===== src/rtl/uart_tx.sv =====
// uart_tx: UART serial transmitter.
//
// Sends one frame per accepted request: a start bit (0), BITS_PER_DATA data bits LSB first, an
// optional parity bit, then 1-3 stop bits (1). Each bit lasts NUM_TICKS baud oversample ticks.
// Request, data, parity enable and stop-bit count are latched at acceptance and held for the
// whole frame.
//
// Build option:
//   UART_TX_ODD_PARITY_EN  defined: the parity bit is odd parity. Undefined: even parity.
//
// Ports:
//   clk        system clock
//   reset      asynchronous, active-high reset
//   tick       1-clk baud oversample strobe; consecutive high cycles count as separate ticks
//   tx_start   send request, only honoured in idle (and not in the tx_done cycle)
//   d_in       byte to transmit
//   parity     1 = append a parity bit after the data bits
//   stop_bits  stop bit count, 0 is treated as 1
//   tx         serial line, registered, idles high
//   tx_done    1-clk pulse when the last stop tick has been counted
//   busy       high from the cycle after acceptance through the tx_done cycle
module uart_tx #(
  parameter int unsigned NUM_TICKS     = 16,
  parameter int unsigned BITS_PER_DATA = 8
) (
  input  logic                     clk,
  input  logic                     reset,
  input  logic                     tick,
  input  logic                     tx_start,
  input  logic [BITS_PER_DATA-1:0] d_in,
  input  logic                     parity,
  input  logic [1:0]               stop_bits,
  output logic                     tx,
  output logic                     tx_done,
  output logic                     busy
);

  // One counter serves every state; it must reach 3*NUM_TICKS-1 in the stop phase.
  localparam int unsigned SW = $clog2(3 * NUM_TICKS);
  localparam int unsigned NW = (BITS_PER_DATA > 1) ? $clog2(BITS_PER_DATA) : 1;

  localparam logic [SW-1:0] BitLast  = SW'(NUM_TICKS - 1);
  localparam logic [NW-1:0] DataLast = NW'(BITS_PER_DATA - 1);

  localparam logic [4:0] StIdle   = 5'b00001;
  localparam logic [4:0] StStart  = 5'b00010;
  localparam logic [4:0] StData   = 5'b00100;
  localparam logic [4:0] StParity = 5'b01000;
  localparam logic [4:0] StStop   = 5'b10000;

  logic [4:0]               state_q, state_d;
  logic [SW-1:0]            s_q, s_d;
  logic [NW-1:0]            n_q, n_d;
  logic [BITS_PER_DATA-1:0] shift_q, shift_d;
  logic                     par_en_q, par_en_d;
  logic                     par_bit_q, par_bit_d;
  logic [1:0]               sb_q, sb_d;
  logic                     tx_q, tx_d;
  logic                     done_q, done_d;
  logic                     busy_q, busy_d;
  logic [SW-1:0]            stop_last;
  logic                     new_par_bit;

  // Parity is taken from the raw input at acceptance, before the shift register starts moving.
`ifdef UART_TX_ODD_PARITY_EN
  assign new_par_bit = ~(^d_in);
`else
  assign new_par_bit = ^d_in;
`endif

  // sb_q is already normalised to 1..3 at latch time.
  always_comb begin
    unique case (sb_q)
      2'd2:    stop_last = SW'(2 * NUM_TICKS - 1);
      2'd3:    stop_last = SW'(3 * NUM_TICKS - 1);
      default: stop_last = SW'(NUM_TICKS - 1);
    endcase
  end

  always_comb begin
    state_d   = state_q;
    s_d       = s_q;
    n_d       = n_q;
    shift_d   = shift_q;
    par_en_d  = par_en_q;
    par_bit_d = par_bit_q;
    sb_d      = sb_q;
    done_d    = 1'b0;

    unique case (state_q)
      StIdle: begin
        // A request overlapping the tx_done cycle is dropped, not deferred.
        if (tx_start && !done_q) begin
          shift_d   = d_in;
          par_en_d  = parity;
          par_bit_d = new_par_bit;
          sb_d      = (stop_bits == 2'd0) ? 2'd1 : stop_bits;
          s_d       = '0;
          state_d   = StStart;
        end
      end
      StStart: begin
        if (tick) begin
          if (s_q == BitLast) begin
            s_d     = '0;
            n_d     = '0;
            state_d = StData;
          end else begin
            s_d = s_q + SW'(1);
          end
        end
      end
      StData: begin
        if (tick) begin
          if (s_q == BitLast) begin
            shift_d = shift_q >> 1;
            s_d     = '0;
            if (n_q == DataLast) begin
              state_d = par_en_q ? StParity : StStop;
            end else begin
              n_d = n_q + NW'(1);
            end
          end else begin
            s_d = s_q + SW'(1);
          end
        end
      end
      StParity: begin
        if (tick) begin
          if (s_q == BitLast) begin
            s_d     = '0;
            state_d = StStop;
          end else begin
            s_d = s_q + SW'(1);
          end
        end
      end
      StStop: begin
        if (tick) begin
          if (s_q == stop_last) begin
            s_d     = '0;
            done_d  = 1'b1;
            state_d = StIdle;
          end else begin
            s_d = s_q + SW'(1);
          end
        end
      end
      default: begin
        state_d = StIdle;
        s_d     = '0;
        n_d     = '0;
      end
    endcase

    // busy stays up through the tx_done cycle, which is already spent in idle.
    busy_d = (state_d != StIdle) || done_d;

    // Line level is decoded from the next state so tx comes straight out of a flop.
    unique case (state_d)
      StStart:  tx_d = 1'b0;
      StData:   tx_d = shift_d[0];
      StParity: tx_d = par_bit_d;
      default:  tx_d = 1'b1;
    endcase
  end

  always_ff @(posedge clk or posedge reset) begin
    if (reset) begin
      state_q   <= StIdle;
      s_q       <= '0;
      n_q       <= '0;
      shift_q   <= '0;
      par_en_q  <= 1'b0;
      par_bit_q <= 1'b0;
      sb_q      <= 2'd1;
      tx_q      <= 1'b1;
      done_q    <= 1'b0;
      busy_q    <= 1'b0;
    end else begin
      state_q   <= state_d;
      s_q       <= s_d;
      n_q       <= n_d;
      shift_q   <= shift_d;
      par_en_q  <= par_en_d;
      par_bit_q <= par_bit_d;
      sb_q      <= sb_d;
      tx_q      <= tx_d;
      done_q    <= done_d;
      busy_q    <= busy_d;
    end
  end

  assign tx      = tx_q;
  assign tx_done = done_q;
  assign busy    = busy_q;

endmodule

===== config.mk =====
export PLATFORM = sky130hd
export DESIGN_NAME = uart_tx
export DESIGN_NICKNAME = d
export VERILOG_FILES = /design/src/rtl/uart_tx.sv
export SDC_FILE = /design/constraint.sdc
export NUM_CORES = 1
export LEC_CHECK = 0
export ABC_AREA = 1
export BUFFER_PORTS_ARGS = -buffer_cell sky130_fd_sc_hd__buf_2
export CORE_ASPECT_RATIO = 1.25
export CORE_MARGIN = 2
export CORE_UTILIZATION = 60
export DETAILED_ROUTE_END_ITERATION = 8
export GPL_TIMING_DRIVEN = 0
export HOLD_SLACK_MARGIN = 0.08
export PLACE_DENSITY_LB_ADDON = 0.08
export REMOVE_ABC_BUFFERS = 1
export SYNTH_ARGS = -nofsm -noshare
export SYNTH_HDL_FRONTEND = slang
export SYNTH_SLANG_ARGS = --single-unit

===== constraint.sdc =====
create_clock -name clk -period 4.65 [get_ports clk]
set_input_delay 0.93 -clock clk [delete_from_list [all_inputs] [get_ports clk]]
set_output_delay 0.93 -clock clk [all_outputs]
set_load 0.005 [all_outputs]

[Yosys cells after proc, flatten, opt, wreduce, memory -nomap -nowiden]
Index checks and enable logic that the tools add are counted.
Word-level totals
  register bits after elaboration: 29
  latch bits: 0
  bits in writable memories: 0
  bits in read-only memories: 0
  output and inout bits: 3
  logic and storage cells: 84
  memories: 0
Operators by class
  add/sub/neg operators: 2
  multiply operators: 0
  div/mod/pow operators: 0
  order comparisons: 0
  equal/unequal tests: 22
  shift operators: 0
  muxes and demuxes: 36
  bitwise operators: 1
  reductions and logical operators: 12
Operator list (count)
  $mux W5: 11
  $mux W6: 5
  $pmux W5 S5: 1
  $mux W8: 3
  $pmux W6 S3: 1
  $pmux W8 S2: 1
  $mux W3: 5
  $ne A2 B2 Y1 const B: 7
  $pmux W6 S2: 1
  $eq A5 B2 Y1 const B: 2
  $eq A5 B3 Y1 const B: 2
  $eq A5 B4 Y1 const B: 2
  $pmux W3 S3: 1
  $reduce_xor A8 Y1: 1
  $add A6 B1 Y6 const B: 1
  $eq A6 B4 Y1 const B: 1
  $eq A6 B6 Y1: 1
  $reduce_and A6 Y1: 1
  $reduce_or A3 Y1: 2
  $eq A5 B1 Y1 const B: 1
  $eq A5 B5 Y1 const B: 1
  $mux W1: 5
  $ne A5 B1 Y1 const B: 1
  $eq A2 B2 Y1 const B: 2
  14 further kinds: 14

[Depth between registers and ports, before layout]
Gate-level depths: netlist of the first run.
  depth in word-level cells: 8
  mapped depth: 12
  depth with buffers taken out: 12

[Least setup slack after synthesis of the first run]
OpenSTA, ideal clock, no wires.
  path type: in2reg
  start: in tx_start
  end: reg tx_q (netlist: tx)
  arrival time: 1.881 ns
  setup slack: 2.692 ns
  stages: 8
  cell sequence: inv_1 > or2_2 > nand3_1 > nand3_4 > a21oi_2 > nand3_1 > nand3_1 > nand2_1
Between the ends
  longest elaborated chain between the ends: 5
RTL lines
  start: declaration: line 29  | input logic tx_start,
  $logic_and A1 B1 Y1 (*): line 93  | if (tx_start && !done_q) begin
  $mux W5: line 93
  $pmux W5 S5: line 90  | unique case (state_q)
  $eq A5 B4 Y1 (tied with other cells): line 160  | unique case (state_d)
  $pmux W1 S3 (*): line 160
  named net tx_d: line 58  | logic tx_q, tx_d;
  end signal: assignment: line 188  | tx_q <= tx_d;
  end: declaration: line 58
The timed path passes the listed nets; every way through them passes the cells marked *. The select of a mux whose other input is x is not followed.
A chain may end at the register's enable or synchronous reset.

[Final worst setup path of the first run]
Ends and elaborated chain as after synthesis.

==> results summary, run 1 <==
The run finished with clean final reports. The pin slew with the least headroom to its limit came out at 1085 ps. After synthesis the cells add up to 1797 um2. With fillers left out, the area of the finished cells amounts to 1971 um2. After layout, the minimum clock period comes to 2218 ps. The via count of the routed design came out at 1551. The first-pass GRT wire length is between 6000 and 7000 um. The total of flip-flops plus latches after synthesis came out at 29.

The number of flops mapped to enable cells by yosys is 0. The switching power is 325.2 uW. The total die area came out at about 3500 um2. The number of I/O pins is 18. The cell at the root of the clock tree is sky130_fd_sc_hd__clkbuf_4. The highest net fanout along the worst path is 12.

The largest net degree at the start of global routing came out at 30. The overall routing resource usage is 25.22%. The part of the Yosys area used for sequential elements came out at around two fifths.

The power density normalized to cell area came out at 420.4 nW/um2. The number of buffers added on ports came out at 17. The chip height is 65.18 um. The final standard cell utilization of the core is between 60% and 70%. The synthesized area per cell came out at 7.364 um2. The total placed instance area is 1919 um2. The final-report setup violation count came out at 0. The number of antenna diodes came out at 0. The data arrival at the endpoint of the critical path came out at 2490 ps.

Cells with a size suffix above 1 make up 19.40% of the layout. The number of maximum-capacitance constraint violations came out at 0. In this run the core area contains 22 standard-cell rows.

The total area of multi-input combinational cells came out at 902.1 um2. The placer congestion estimate came out at about 0.88. The clock skew came out at 12.32 ps.

The final max-slew violation count came to 0. The wire-length estimate of the detail-placed layout is 2707 um. Setup repair after global routing left no endpoint under its margin. The remaining global-route overflow came out at 0. Gates resized during post-CTS repair numbered 0.

The gate count of the mapped netlist is 244. The share of the cycle needed by the critical path after routing came out at 47.70%. The clock network burns between 15 and 20% of the power.

Dividing the detail-routed via count by the number of cells gives 5.102. The fill cell total of the finished layout is 266. The combinational share of power came out at between 30% and 40%.

The number of antenna violations at the first check in global routing came out at 0. Among all flip-flop cells after synthesis, the most frequent one is sky130_fd_sc_hd__dfrtp_1. The layout overhead on the synthesized area is 9.680%.

No sink is reached through more buffers than the 2 on the longest clock path. The post-detailed-route wirelength per cell is 11.69 um. Setup total negative slack on the finished layout was measured at 0 ps.

The clock drives 29 sinks. Based on the critical path, the design can be clocked at up to between 0.4 and 0.5 GHz. The remaining max-slew budget at the tightest pin came out at 27.56%. The internal power contribution is 503.3 uW. Per report_power, the sequential group accounts for 43.9% of the total. The number of buffers inserted by post-CTS setup repair is 0.

Summed over all layers, the routed wires come to 3554 um. Once the floorplan was initialized, standard cells occupied 62.16% of the core. The clock edge transition at the registers on the reported setup and hold paths is 90 ps. The count of endpoints failing hold in the final timing report came out at 0.

The clock buffer count from CTS came out at 5. The Yosys warning count is 0. The number of global-route vias before repair was roughly 1500. The DRC violation total after the first TritonRoute iteration is 21. The switching power share of the total came out at 39.25%.

Across the whole layout, storage elements account for 729.5 um2. The number of nets with antenna violations after detailed routing is 0. The die is about 53 um wide. The clock latency on the worst-skew pair came out at 330 ps. The number of library cell types mapped by synthesis is 34. For the worst setup path, the data required time is 4920 ps. The number of nets in the layout came out at 286. The H-tree level count is 2. The kind of end point of the critical path is a flip-flop. The class of the most critical setup path is in -> reg. The TritonCTS clock tree is done. The maximum vdd drop came out at around 0.00034 V.

The path class of the tightest hold or removal check is reg -> reg. The number of hold-repair buffers added at the cts stage came out at 0. The worst setup path is launched from an input port. In the routed design, unresolved DRC markers number 0. The length of the first detailed-routing pass in iterations is 5. The floorplan core area is 2890 um2. The leakage power summed over all cells is 1.068 nW.

The post-synthesis async set-or-reset flop share came out at 100.0%.
[cells in the mapped netlist, drive strengths merged, types with 2 or more instances]
cell | instances | share of area (%)
o21ai | 14 | 4.5
nor2 | 27 | 7.3
nand2 | 76 | 16
a21oi | 12 | 3.6
ha | 4 | 2.8
or2 | 3 | 1.0
dfrtp | 26 | 36
nand4 | 4 | 1.7
nand3 | 18 | 6.3
and2 | 2 | 0.70
a22oi | 3 | 1.3
a2bb2oi | 2 | 0.98
dfstp | 3 | 4.4
inv | 42 | 8.8
[cells in the final DEF (no fill, tap or decap), types with 2 or more instances in the layout]
cell and instances:
sky130_fd_sc_hd__nand2_1 74, sky130_fd_sc_hd__inv_1 35, sky130_fd_sc_hd__dfrtp_1 26, sky130_fd_sc_hd__nor2_1 21, sky130_fd_sc_hd__buf_2 17, sky130_fd_sc_hd__nand3_1 15
sky130_fd_sc_hd__a21oi_1 11, sky130_fd_sc_hd__inv_2 7, sky130_fd_sc_hd__o21ai_1 7, sky130_fd_sc_hd__o21ai_0 6, sky130_fd_sc_hd__clkbuf_4 5, sky130_fd_sc_hd__ha_1 4
sky130_fd_sc_hd__nor2_4 3, sky130_fd_sc_hd__nor2_2 3, sky130_fd_sc_hd__nand4_1 3, sky130_fd_sc_hd__a22oi_1 3, sky130_fd_sc_hd__dfstp_2 3, sky130_fd_sc_hd__nand3_2 2
sky130_fd_sc_hd__or2_2 2, sky130_fd_sc_hd__and2_1 2, sky130_fd_sc_hd__a2bb2oi_1 2, sky130_fd_sc_hd__clkinv_2 2
[through the flow]
step | total power [mW] | instances | setup slack (ps) | hold WS, ps
finish | 0.8285 | 304 | 2432 | 486.7
global placement | 0.6787 | 296 | 2120 | 457.2
CTS | 0.8336 | 304 | 2446 | 487.6
floorplan | 0.6063 | 243 | 2519 | 442.0
detailed placement | 0.6866 | 296 | 2115 | 466.3
global route | 0.9061 | 304 | 2295 | 520.6
[layout make-up]
cell class                      instances  share of cell area, %
Multi-Input combinational cell        172                  45.78
Sequential cell                        29                  37.02
Inverter                               42                  8.000
Timing Repair Buffer                   17                  4.317
Tap cell                               36                  2.286
Clock buffer                            6                  2.095
Clock inverter                          2                 0.5079
[power groups by stage]
stage,registers (mW),logic [mW],clock network (mW)
floorplan,0.362,0.245,0
global placement,0.366,0.313,0
detailed placement,0.367,0.319,0
CTS,0.363,0.321,0.149
global route,0.371,0.369,0.166
finish,0.364,0.318,0.147
[final timing paths]
kind | to | from | slack (ps) | cells after the start
setup reg to reg | tx | state_q[3] | 2630 | 8
max in group asynchronous | par_bit_q | reset | 3130 | 2
setup / recovery | tx | tx_start | 2430 | 9
hold / removal | shift_q[0] | shift_q[0] | 490 | 2
hold reg to reg | shift_q[0] | shift_q[0] | 490 | 2
min in group asynchronous | shift_q[7] | reset | 860 | 2
[registers in the layout, summed over array words and instances, names as in the netlist]
register,flops
busy,1
n_q,3
par_en_q,1
tx,1
shift_q,8
s_q,6
sb_q,2
state_q,5
tx_done,1
par_bit_q,1
[critical path: stages]
cell and delay (ps):
sky130_fd_sc_hd__buf_2 70, sky130_fd_sc_hd__inv_1 30, sky130_fd_sc_hd__or2_2 270, sky130_fd_sc_hd__nor2_1 650, sky130_fd_sc_hd__or2_2 230, sky130_fd_sc_hd__nand2_1 80
sky130_fd_sc_hd__nand3_1 80, sky130_fd_sc_hd__nand3_1 80, sky130_fd_sc_hd__nand2_1 60
[cells by family (layout without fill, tap and decap cells)]
family,Yosys count,count (layout),share of synthesized area (%)
AO/OA/AOI/OAI,35,35,12.74
XOR/XNOR,1,1,0.4876
adder cells (fa/ha/maj),4,4,2.786
buffers and inverters,43,67,9.193
flip-flops,29,29,40.60
AND/OR/NAND/NOR,132,132,34.19
[metal layers]
layer  share of wire [%]  wire length (um)  global-route usage [%]
met5                   0                 0                       0
met2                  52              1836                   43.75
met4                 1.8                65                   10.58
met3                 3.0               106                   5.455
met1                  44              1546                   29.33
Note: power is estimated with default switching activity, not from simulation.
==> inputs of run 2 (changes only) <==
--- a/config.mk
+++ b/config.mk
@@ -9,7 +9,7 @@
 export BUFFER_PORTS_ARGS = -buffer_cell sky130_fd_sc_hd__buf_2
 export CORE_ASPECT_RATIO = 1.25
 export CORE_MARGIN = 2
-export CORE_UTILIZATION = 60
+export CORE_UTILIZATION = 58
 export DETAILED_ROUTE_END_ITERATION = 8
 export GPL_TIMING_DRIVEN = 0
 export HOLD_SLACK_MARGIN = 0.08
==> constraint.sdc (replaced) <==
create_clock -name clk -period 2.3 [get_ports clk]
set_input_delay 0.46 -clock clk [delete_from_list [all_inputs] [get_ports clk]]
set_output_delay 0.46 -clock clk [all_outputs]
set_load 0.005 [all_outputs]
==> results summary, run 2 (same netlist as run 1, synthesis figures left out) <==
The remaining global-route overflow is 0 (unchanged). The power share of the clock group is 18.7% (+1.0 points). The number of I/O pins came out at 18 (unchanged). The clock edge transition at the registers on the reported setup and hold paths came to 80 ps (about the same). The first-pass GRT wire length came out at 6223 um (-1.8%). Traced cell by cell, the critical path runs through nor2_4 -> nand4_2 -> nor2_1 -> or2_2 -> nand2_1 -> nand3_1 -> nand3_1 -> nand2_1. The number of antenna violations at the first check in global routing is 0 (unchanged). The average via count per standard cell is 5.195 (+1.8%).

The slowest cell on the critical path is sky130_fd_sc_hd__nor2_1. The width of the chip is 53.78 um (+1.6%). The half-perimeter wire length of the detailed placement result is 2722 um (+0.57%). The number of antenna diodes came to 0 (unchanged). The total die area is 3562 um2 (+3.2%). The switching power is 651.4 uW (+100%). The chip height is 66.23 um (+1.6%).

The number of buffers added on ports is 17 (unchanged). The number of nets in the layout was 286 (unchanged). The number of nets with antenna violations after detailed routing was 0 (unchanged). The DRC violation total after the first TritonRoute iteration was 32 (+52%). The share of the cycle needed by the critical path after routing came out at approximately nine tenths. The required time reported for the critical path endpoint came out at 2570 ps (-2350 ps). The final-report setup violation count came out at 0 (unchanged). The maximum vdd drop came out at 0.0005596 V (+67%). The clock buffer count from CTS is 5 (unchanged).

The clock skew came out at 9.645 ps (-2.675 ps). The time the final worst path needs with I/O delays and setup is just over 2000 ps. The number of sinks on the clock net was 29 (unchanged). The register share of total power is 43.3% (-0.6 points).

The count of endpoints failing hold in the final timing report is 0 (unchanged). The internal power contribution is 1.046 mW (+110%). The class of the most critical setup path is reg -> reg. The highest attainable clock frequency is 0.4925 GHz. shift_q holds more flip-flops than any other register.

The maximum cell stage delay along the critical path is 650 ps (about the same). The worst hold path belongs to the class in -> reg. The share of post-route cells with drive strength above 1 came out at 19.10% (-0.30 points). The via count of the routed design is 1574 (+1.5%). The length of the first detailed-routing pass in iterations is 4 (-1). The final max-slew violation count was 0 (unchanged). The kind of cell with the highest combined delay along the critical path is simple AND/OR/NAND/NOR gates. The switching power share of the total is 38.38% (-0.87 points). The H-tree level count was 2 (unchanged). The number of placement rows came out at 22 (unchanged).

The count of buffering cells on the critical path with inverters included came to 0 (-2). The highest net fanout along the worst path is 12 (unchanged). The aggregate routed wire length came out at 3544 um (-0.28%). The number of global-route vias before repair is 1467 (+0.62%). The clock tree buffer depth is 2 (unchanged). The clock latency on the worst-skew pair came to 330 ps (about the same). The power density normalized to cell area came out at 859.7 nW/um2 (+100%).

The number of maximum-capacitance constraint violations came to 0 (unchanged). The final cell area excluding filler cells is 1974 um2 (+0.19%). The floorplan core area is 2945 um2 (+1.9%). The sequential cell area is 729.5 um2 (unchanged). The DRC violation count after routing came out at 0 (unchanged). The pin slew with the least headroom to its limit came out at 1094 ps (+9.046 ps).

The aggregate negative setup slack came to 0 ps (unchanged). The total placed instance area is 1919 um2 (unchanged). The number of hold-repair buffers added at the cts stage came to 0 (unchanged). The post-cts sizing count is 0 (unchanged). The placer congestion estimate was 0.8701 (-1.4%).

The combinational share of power came out at 37.9% (-0.5 points). The overall routing resource usage came out at 24.42% (-0.80 points). The total area of multi-input combinational cells is 902.1 um2 (unchanged). The cell at the root of the clock tree is sky130_fd_sc_hd__clkbuf_4. The type of origin of the critical path is a flip-flop. The run finished with clean final reports. The data arrival at the endpoint of the critical path is 2300 ps (-190 ps). Leaving out fill and tap cells, the most frequent cell in the layout is sky130_fd_sc_hd__nand2_1. The largest net degree at the start of global routing is 30 (unchanged). Setup repair after global routing left no endpoint under its margin.

The largest registers in the layout are shift_q x8, s_q x6, state_q x5. The worst setup path is captured at a flip-flop. The total power draw is 1.697 mW (+100%).

The post-detailed-route wirelength per cell came out at 11.70 um (about the same). The number of flip-flops under the largest register name is 8 (unchanged). The fill cell total of the finished layout is 279 (+4.9%).

The leakage power summed over all cells came out at 1.067 nW (about the same). The TritonCTS clock tree is done. The remaining max-slew budget at the tightest pin came out at 26.96% (-0.60 points). Leaving out fill and tap cells, the most frequent cells in the layout are sky130_fd_sc_hd__nand2_1, sky130_fd_sc_hd__inv_1, sky130_fd_sc_hd__dfrtp_1. The number of buffers inserted by post-CTS setup repair came to 0 (unchanged).

Compared with the post-synthesis result, the final layout area differs by 9.888%. The initial standard-cell utilization of the core came out at 61.00% (-1.2 points).
-- run 2: changes by cell type in the layout (fill, tap and decap cells not counted) --
cell / change
sky130_fd_sc_hd__clkbuf_8: +1
sky130_fd_sc_hd__clkinv_2: -2
-- run 2: worst paths after layout --
check | startpoint | to | slack, ps | cells past startpoint
worst min-delay path | parity | par_en_q | 330 | 3
min in group asynchronous | reset | s_q[5] | 380 | 2
worst max-delay path | state_q[3] | tx | 270 | 8
worst min register to register | shift_q[0] | shift_q[0] | 490 | 2
max in group asynchronous | reset | state_q[3] | 1250 | 2
worst max register to register | state_q[3] | tx | 270 | 8
-- run 2: cell type report --
| class | count | area share (%) |
|---|---|---|
| Inverter | 42 | 7.985 |
| Multi-Input combinational cell | 172 | 45.69 |
| Clock buffer | 7 | 2.788 |
| Tap cell | 36 | 2.281 |
| Sequential cell | 29 | 36.95 |
| Timing Repair Buffer | 17 | 4.309 |
-- run 2: power groups by stage --
stage	clock network, mW	registers [mW]	logic, mW
after detailed placement	0	0.743	0.647
final	0.318	0.735	0.644
after CTS	0.329	0.734	0.650
after floorplan	0	0.731	0.495
after global routing	0.353	0.752	0.732
after global placement	0	0.740	0.631
-- run 2: tightest hold or removal path: cells and delay by family --
family	cells	cell delay (ps)
buffers and inverters	1	70
AND/OR/NAND/NOR	2	100
-- run 2: metal layers --
metal / vias up / track usage [%] / wire length (um) / part of all wire, %
met3: 6 / 6.109 / 116 / 3.3
li1: 815 / - / - / -
met2: 27 / 41.01 / 1840 / 52
met4: 0 / 10.58 / 68 / 1.9
met1: 726 / 28.55 / 1519 / 43
met5: - / 0 / 0 / 0
-- run 2: metrics by stage --
stage	instances	hold WS [ps]	utilization, %	worst slack (ps)
after detailed placement	296	470.0	65.17	201.5
after global placement	296	455.8	65.17	240.5
after CTS	303	318.6	67.03	275.6
after global routing	303	314.5	67.03	87.88
after floorplan	243	442.0	-	638.7
final	303	334.3	67.03	269.6
